## src/rtl/divisor_nbits.sv

```systemverilog
// Multi-cycle unsigned restoring divider: one quotient bit per clock,
// WIDTH steps per division, divide-by-zero resolved immediately on acceptance.
module divisor_nbits #(
    parameter int unsigned WIDTH = 8
) (
    input  logic             clk,
    input  logic             rst_n,
    input  logic             start,
    input  logic [WIDTH-1:0] dividend,
    input  logic [WIDTH-1:0] divisor,
    output logic             busy,
    output logic             done,
    output logic [WIDTH-1:0] quotient,
    output logic [WIDTH-1:0] remainder,
    output logic             div_zero
);

    localparam int unsigned CW = $clog2(WIDTH + 1);

    typedef enum logic [1:0] {
        IDLE,
        CALC,
        DONE
    } state_t;

    state_t           state;
    logic [CW-1:0]    cnt;
    logic [WIDTH:0]   rem;
    logic [WIDTH-1:0] shreg;
    logic [WIDTH-1:0] dvsr;

    logic [WIDTH:0]   shifted_c;
    logic [WIDTH+1:0] trial_c;
    logic [WIDTH:0]   step_rem_c;
    logic             step_bit_c;

    // One restoring step; the extra top bit of trial_c is the borrow/sign.
    always_comb begin
        shifted_c  = {rem[WIDTH-1:0], shreg[WIDTH-1]};
        trial_c    = {rem[WIDTH], shifted_c} - {2'b00, dvsr};
        step_bit_c = ~trial_c[WIDTH+1];
        step_rem_c = step_bit_c ? trial_c[WIDTH:0] : shifted_c;
    end

    always_ff @(posedge clk) begin
        if (!rst_n) begin
            state     <= IDLE;
            cnt       <= '0;
            rem       <= '0;
            shreg     <= '0;
            dvsr      <= '0;
            busy      <= 1'b0;
            done      <= 1'b0;
            quotient  <= '0;
            remainder <= '0;
            div_zero  <= 1'b0;
        end else begin
            done <= 1'b0;
            case (state)
                IDLE: begin
                    if (start) begin
                        shreg <= dividend;
                        dvsr  <= divisor;
                        cnt   <= '0;
                        rem   <= '0;
                        busy  <= 1'b1;
                        if (divisor == '0) begin
                            quotient  <= '1;
                            remainder <= dividend;
                            div_zero  <= 1'b1;
                            done      <= 1'b1;
                            state     <= DONE;
                        end else begin
                            state <= CALC;
                        end
                    end
                end
                CALC: begin
                    rem   <= step_rem_c;
                    shreg <= {shreg[WIDTH-2:0], step_bit_c};
                    cnt   <= cnt + 1'b1;
                    // Last step: publish results straight from the step logic.
                    if (cnt == CW'(WIDTH - 1)) begin
                        quotient  <= {shreg[WIDTH-2:0], step_bit_c};
                        remainder <= step_rem_c[WIDTH-1:0];
                        div_zero  <= 1'b0;
                        done      <= 1'b1;
                        state     <= DONE;
                    end
                end
                DONE: begin
                    busy  <= 1'b0;
                    state <= IDLE;
                end
                default: begin
                    busy  <= 1'b0;
                    state <= IDLE;
                end
            endcase
        end
    end

endmodule
```

## config.mk

```make
export PLATFORM = sky130hd
export DESIGN_NAME = divisor_nbits
export DESIGN_NICKNAME = d
export VERILOG_FILES = /design/src/rtl/divisor_nbits.sv
export SDC_FILE = /design/constraint.sdc
export NUM_CORES = 1
export LEC_CHECK = 0
export BUFFER_PORTS_ARGS = -buffer_cell sky130_fd_sc_hd__buf_2
export CAP_MARGIN = 15
export CORE_MARGIN = 4
export CORE_UTILIZATION = 57
export DETAILED_ROUTE_END_ITERATION = 8
export HOLD_SLACK_MARGIN = 0.15
export PLACE_DENSITY = 0.77
export SETUP_SLACK_MARGIN = 0.05
export SYNTH_ARGS = -nofsm -noshare
export SYNTH_HDL_FRONTEND = slang
export SYNTH_SLANG_ARGS = --single-unit
```

## constraint.sdc

```tcl
create_clock -name clk -period 3.1 [get_ports clk]
set_input_delay 0.465 -clock clk [delete_from_list [all_inputs] [get_ports clk]]
set_output_delay 0.465 -clock clk [all_outputs]
set_load 0.03 [all_outputs]
```

==> results of run 1 <==
==> per-layer routing <==
layer	wire [microns]	track usage (%)
met1	3140	31.4
met2	2920	35.8
met3	281	4.75
met4	87	7.12
met5	0	0
==> critical path, stage by stage (launching register included) <==
cell	delay (ns)
dfxtp_1	0.34
inv_1	0.08
ha_1	0.17
inv_1	0.07
fa_1	0.41
a211oi_2	0.23
o21bai_1	0.13
a221o_1	0.34
a2111oi_2	0.40
xnor2_1	0.17
o21ai_1	0.07
==> through the flow <==
stage	setup slack [ns]	hold WS [ns]	instance area (sq um)	power [uW]
after floorplan	0.799	0.443	2750	1260
after global placement	0.659	0.454	2940	1380
after detailed placement	0.603	0.459	2940	1390
after CTS	0.587	0.409	3050	1860
after global routing	0.425	0.425	3050	1960
final	0.576	0.418	3050	1850
==> registers in the layout (all words and copies together) (netlist names) <==
register   count
dvsr           8
state          2
cnt            4
busy           1
quotient       8
done           1
shreg          8
remainder      8
div_zero       1
rem            9
==> cells in the mapped netlist (4+ instances only) <==
master     count  area [sq um]
dfxtp_1       50          1000
mux2i_1        7          70.1
o2111ai_1      7          61.3
nor2_1        16          60.1
clkbuf_1      12          45.0
inv_1         10          37.5
xnor2_1        4          35.0
nand3_1        9          45.0
o21ai_0       31           155
o21a_1         5          37.5
nor2b_1        5          31.3
o211a_1        9          90.1
ha_1           9           113
a21boi_0      10          75.1
a31oi_1        9          56.3
nand2_1       79           297
a21oi_1        4          20.0
nand4_1        8          50.1
buf_2          4          20.0
==> cell type report <==
cell class	instances	area share, %
flip-flops and latches	50	32.8
well taps	52	2.13
multi-input cells	256	52.7
inverters	10	1.23
clock inverters	2	1.23
clock buffers	6	2.38
repair buffers	43	7.54
==> kinds of logic after synthesis <==
group                      count (synthesis)  share of synthesized area, %
DFF                                       50                          36.4
adders and majority gates                 10                          4.83
buffers and inverters                     31                          4.96
AOI/OAI and AO/OA                         97                          26.2
muxes                                     10                          3.78
and+or+nand+nor                          133                          21.9
xor gates and xnor gates                   6                          1.91
==> where the power goes <==
group	internal (uW)	switching [uW]	leakage (uW)	total, uW
Combinational	260	380	0.000869	640
Sequential	698	48.2	0.000408	746
Clock	241	223	0.0000514	464
==> path summary, 6_finish.rpt <==
path / to / start / slack [ns]
worst max-delay path: rem[8] / shreg[7] / 0.58
worst min register to register: dvsr[1] / dvsr[1] / 0.47
worst min-delay path: dvsr[3] / divisor[3] / 0.42
worst max register to register: rem[8] / shreg[7] / 0.58
==> results.py, run 1 <==
metrics = {
    "detailed_routing": {
        "first_pass_iters": 5,
        "ant_nets": 0,
        "vias": 2536,
        "drc": 0,
        "vias_per_cell": 6.05,
        "drt_iter0_markers": 261,
        "wl_per_cell_microns": 15.3,
        "wirelength_microns": 6430,
    },
    "timing": {
        "skew_ns": 0.00781,
        "drv_slew": 0,
        "setup_viol": 0,
        "hold_viol": 0,
        "rsz0062_at_grt": "false",
        "post-route-min-period_ns": 2.52,
        "fmax_mhz": 396,
        "max-slew-margin-rel_pct": 43.5,
        "post-route-period-util_pct": 81.4,
        "finalSetupTns_ns": 0,
        "worst_pin_slew_ns": 0.848,
    },
    "pwr": {
        "power.density_mw_per_mm2": 606,
        "ir_drop_mv": 0.341,
        "p_leak_uw": 0.00133,
    },
    "synth": {
        "syn-cell-area_sq_mm": 0.00275,
        "synthCells": 337,
        "async_flop_share_pct": 0,
        "ys_seq_elements": 50,
        "synth-edff-count": 0,
        "yosys_warnings": 0,
        "synth.avg_cell_area_sq_um": 8.15,
        "ys_seq_area_share_pct": 36.4,
        "yosysUniqueCellTypes": 53,
        "synth_ff_type": "dfxtp_1",
        "syn_nets": 366,
    },
    "placement": {
        "place_congestion": 0.957,
        "hpwlAfterDp_microns": 4580,
        "dp.cells": 411,
        "placement.io_buffers": 37,
    },
    "floorplan": {
        "die_width_microns": 77.4,
        "dieArea_sq_mm": 0.00600,
        "dieHeight_microns": 77.4,
        "placementRows": 24,
        "core_sq_mm": 0.00450,
        "initial_core_util_pct": 61.0,
        "io_pins": 38,
    },
    "cts": {
        "cts_tree": "done",
        "post-cts-setup-buffer-count": 0,
        "clockRootBuffer": "clkbuf_8",
        "clkSlewWorstSetupHoldPaths_ns": 0.09,
        "cts_hold_buf": 0,
        "cts_resized": 0,
        "clock_path_buffers": 2,
        "clock_latency_ns": 0.31,
        "cts_buffers": 5,
        "cts.sinks": 50,
        "h-tree-depth": 2,
    },
    "grt": {
        "gr-total-overflow": 0,
        "first_global_vias": 2362,
        "antenna_found_initial": 0,
        "grt_first_pass_wirelength_microns": 11300,
        "grt_max_degree": 53,
        "grt_usage_pct": 22.8,
    },
    "worst_hold_path": {
        "hold_class": "in -> reg",
        "min_path_cells": 3,
    },
    "final_layout": {
        "drive_gt1_share_pct": 16.3,
        "multi_input_area_sq_mm": 0.00161,
        "n_antenna_cell": 0,
        "fin_util_pct": 67.8,
        "syn2layout_area_growth_pct": 11.2,
        "mostFrequentLayoutCells": "nand2_1 (79), dfxtp_1 (50), buf_2 (37), o21ai_0 (31), nor2_1 (16)",
        "regArea_sq_mm": 0.00100,
        "layout.cells.non_filler": 419,
        "layout.nets": 395,
        "final_common_cell": "nand2_1",
        "num-fill-cells": 386,
    },
    "worst_setup_path": {
        "worstPathRequired_ns": 3.30,
        "critPathCaptureType": "flop",
        "critPathArrivalTime_ns": 2.72,
        "critPathKind": "reg -> reg",
        "cp_max_fo": 3,
        "crit_path_start_kind": "flop",
        "reg2regPathDepth": 10,
    },
    "status": {
        "status": "finished, final reports clean",
    },
    "flow_run": {
        "max-cap-violations": 0,
    },
}
No activity file was read; power rests on OpenSTA's default activity.
==> run 2: changes to the inputs <==
--- a/config.mk
+++ b/config.mk
@@ -8,10 +8,10 @@
 export BUFFER_PORTS_ARGS = -buffer_cell sky130_fd_sc_hd__buf_2
 export CAP_MARGIN = 15
 export CORE_MARGIN = 4
-export CORE_UTILIZATION = 57
+export CORE_UTILIZATION = 52
 export DETAILED_ROUTE_END_ITERATION = 8
 export HOLD_SLACK_MARGIN = 0.15
-export PLACE_DENSITY = 0.77
+export PLACE_DENSITY = 0.74
 export SETUP_SLACK_MARGIN = 0.05
 export SYNTH_ARGS = -nofsm -noshare
 export SYNTH_HDL_FRONTEND = slang
==> constraint.sdc (replaced) <==
create_clock -name clk -period 2 [get_ports clk]
set_input_delay 0.3 -clock clk [delete_from_list [all_inputs] [get_ports clk]]
set_output_delay 0.3 -clock clk [all_outputs]
set_load 0.03 [all_outputs]
==> run 2 against run 1 <==
Compared with the run above: the run now ends with negative setup slack left; final cell count is 14% higher; global-route usage grew 1.0 points; count of clock-buffer cells in the layout did not move; maximum frequency rose by 15%; register-to-register slack got worse by 0.77 ns; worst setup slack got worse by 0.77 ns; utilization increased by 2.7 points; clock skew is essentially flat; clock power grew 74%; first-iteration DRC count fell by 43%; sequential power rose by 54%; largest power group is now combinational cells.
==> results.py, run 2 (synthesis gave the netlist of run 1 again) <==
metrics = {
    "worst_setup_path": {
        "cp_slowest_stage_delay_ns": 0.35,
        "crit_end": "rem[8]",
        "critPathArrivalTime_ns": 2.39,
        "critPathKind": "reg -> reg",
        "critPathCaptureType": "flop",
        "cp_common_cell": "inv_2",
        "r2r-start": "shreg[7]",
        "cp_max_fo": 2,
        "worstPathRequired_ns": 2.19,
        "cp_cell_sequence": "inv_2, ha_4, inv_2, fa_2, a211oi_2, o21bai_1, a221o_1, a2111oi_4, xnor2_1, o21ai_1",
        "startpoint": "shreg[7]",
        "slowest_stage": "fa_2",
        "reg2regPathDepth": 10,
        "crit_path_start_kind": "flop",
        "r2r-end": "rem[8]",
        "reg2reg_slack_ns": -0.20,
    },
    "floorplan": {
        "initial_core_util_pct": 53.8,
        "placementRows": 26,
        "die_width_microns": 80.7,
        "core_sq_mm": 0.00511,
        "io_pins": 38,
        "dieHeight_microns": 80.7,
        "dieArea_sq_mm": 0.00651,
    },
    "status": {
        "status": "finished, violations left",
        "violations": "negative setup slack",
    },
    "cts": {
        "clkSlewWorstSetupHoldPaths_ns": 0.09,
        "clock_latency_ns": 0.31,
        "cts_buffers": 5,
        "clockRootBuffer": "clkbuf_8",
        "clock_path_buffers": 2,
        "cts.sinks": 50,
        "h-tree-depth": 2,
        "cts_hold_buf": 0,
        "cts_tree": "done",
    },
    "timing": {
        "hold_viol": 0,
        "post-route-min-period_ns": 2.20,
        "setup_viol": 18,
        "post-route-period-util_pct": 110,
        "max-slew-margin-rel_pct": 67.5,
        "skew_ns": 0.00796,
        "finalSetupTns_ns": -1.64,
        "worst_pin_slew_ns": 0.488,
        "setup_ws_ns": -0.197,
        "rsz0062_at_grt": "true",
        "fmax_mhz": 455,
        "drv_slew": 0,
    },
    "placement": {
        "hpwlAfterDp_microns": 5160,
        "placement.io_buffers": 37,
        "place_congestion": 0.885,
        "dp.cells": 462,
    },
    "pwr": {
        "power.density_mw_per_mm2": 940,
        "p_comb_share_pct": 42.1,
        "ir_drop_mv": 0.491,
        "pwr-share-clk_pct": 23.9,
        "power.switching_uw": 1150,
        "switching_share_pct": 34.1,
        "p_leak_uw": 0.00159,
        "p_int_uw": 2230,
        "seqPwrFrac_pct": 34.1,
    },
    "detailed_routing": {
        "drc": 0,
        "wl_met1_microns": 3200,
        "dr_wl_met2_microns": 3510,
        "topRoutingLayerUsed": "met4",
        "drt_iter0_markers": 150,
        "vias_per_cell": 5.63,
        "wl_per_cell_microns": 15.1,
        "ant_nets": 0,
        "vias": 2684,
        "wl_met3_microns": 334,
        "first_pass_iters": 5,
        "wirelength_microns": 7220,
    },
    "grt": {
        "grt_max_degree": 29,
        "antenna_found_initial": 0,
        "gr-total-overflow": 0,
        "first_global_vias": 2596,
        "grt_usage_pct": 23.8,
        "grt_first_pass_wirelength_microns": 12100,
    },
    "worst_hold_path": {
        "hold_class": "in -> reg",
    },
    "final_layout": {
        "final_common_cell": "nand2_1",
        "drive_gt1_share_pct": 32.4,
        "layout.cells.non_filler": 477,
        "layout.nets": 435,
        "largest_register_ffs": 9,
        "n_antenna_cell": 0,
        "top_register": "rem",
        "syn2layout_area_growth_pct": 31.0,
        "mostFrequentLayoutCells": "nand2_1 (78), buf_4 (44), dfxtp_1 (43), buf_2 (37), o21ai_0 (27)",
    },
    "flow_run": {
        "max-cap-violations": 0,
    },
}
[run 2: changes by cell type in the layout (fill, tap and decap cells not counted), moves of 4 or more]
| cell | previous run | this run |
|---|---|---|
| buf_4 | 6 | 44 |
| dfxtp_1 | 50 | 43 |
| dfxtp_2 | 0 | 6 |
| ha_1 | 9 | 5 |
| ha_4 | 0 | 4 |
| o21ai_0 | 31 | 27 |
[run 2: worst max-delay path: cells and delay by family (launching register included)]
family | cells | cell delay (ns)
AO/OA/AOI/OAI | 5 | 1.02
flip-flops | 1 | 0.33
adder cells (fa/ha/maj) | 2 | 0.48
XOR/XNOR | 1 | 0.16
buffers and inverters | 2 | 0.11
[run 2: layout make-up]
| class | count | area (sq um) |
|---|---|---|
| inverters | 10 | 37.5 |
| clock buffers | 6 | 93.8 |
| multi-input cells | 256 | 1770 |
| fillers | 415 | 1510 |
| clock inverters | 2 | 38.8 |
| repair buffers | 83 | 556 |
| well taps | 70 | 87.6 |
| flip-flops and latches | 50 | 1010 |
[run 2: repair_timing]
action,4_1_cts,5_1_grt
pin swaps,14,5
endpoints found under the setup margin,19,23
setup buffers,5,4
resized for setup,16,8
[run 2: worst min path at each step]
stage	from	end	cells after the start	slack, ns
after floorplan	divisor[1]	dvsr[1]	2	0.44
after global placement	dvsr[7]	dvsr[7]	2	0.45
after detailed placement	dvsr[2]	dvsr[2]	2	0.46
after CTS	divisor[0]	dvsr[0]	3	0.25
final	divisor[0]	dvsr[0]	3	0.25
after global routing	divisor[1]	dvsr[1]	3	0.25
[run 2: per-stage QoR]
| stage | total power (uW) | setup slack (ns) | area [sq um] | util, % | hold slack [ns] |
|---|---|---|---|---|---|
| after floorplan | 2010 | -0.166 | 2810 | - | 0.437 |
| after global placement | 2380 | -0.212 | 3290 | 64.4 | 0.451 |
| after detailed placement | 2400 | -0.289 | 3290 | 64.4 | 0.459 |
| after CTS | 3340 | -0.190 | 3530 | 69.1 | 0.245 |
| after global routing | 3560 | -0.294 | 3600 | 70.5 | 0.252 |
| final | 3380 | -0.197 | 3600 | 70.5 | 0.249 |
[run 2: routing by layer]
| metal | track usage, % | vias up |
|---|---|---|
| met5 | 0 | - |
| met4 | 6.76 | 0 |
| met3 | 4.37 | 15 |
| met2 | 40.1 | 67 |
| met1 | 30.9 | 1262 |
| li1 | - | 1340 |
[run 2: power by group through the flow]
stage | registers (uW) | clock network [uW] | logic [uW]
finish | 1150 | 807 | 1420
floorplan | 1220 | 0 | 792
global placement | 1170 | 0 | 1210
global route | 1170 | 854 | 1540
CTS | 1150 | 814 | 1370
detailed placement | 1170 | 0 | 1230
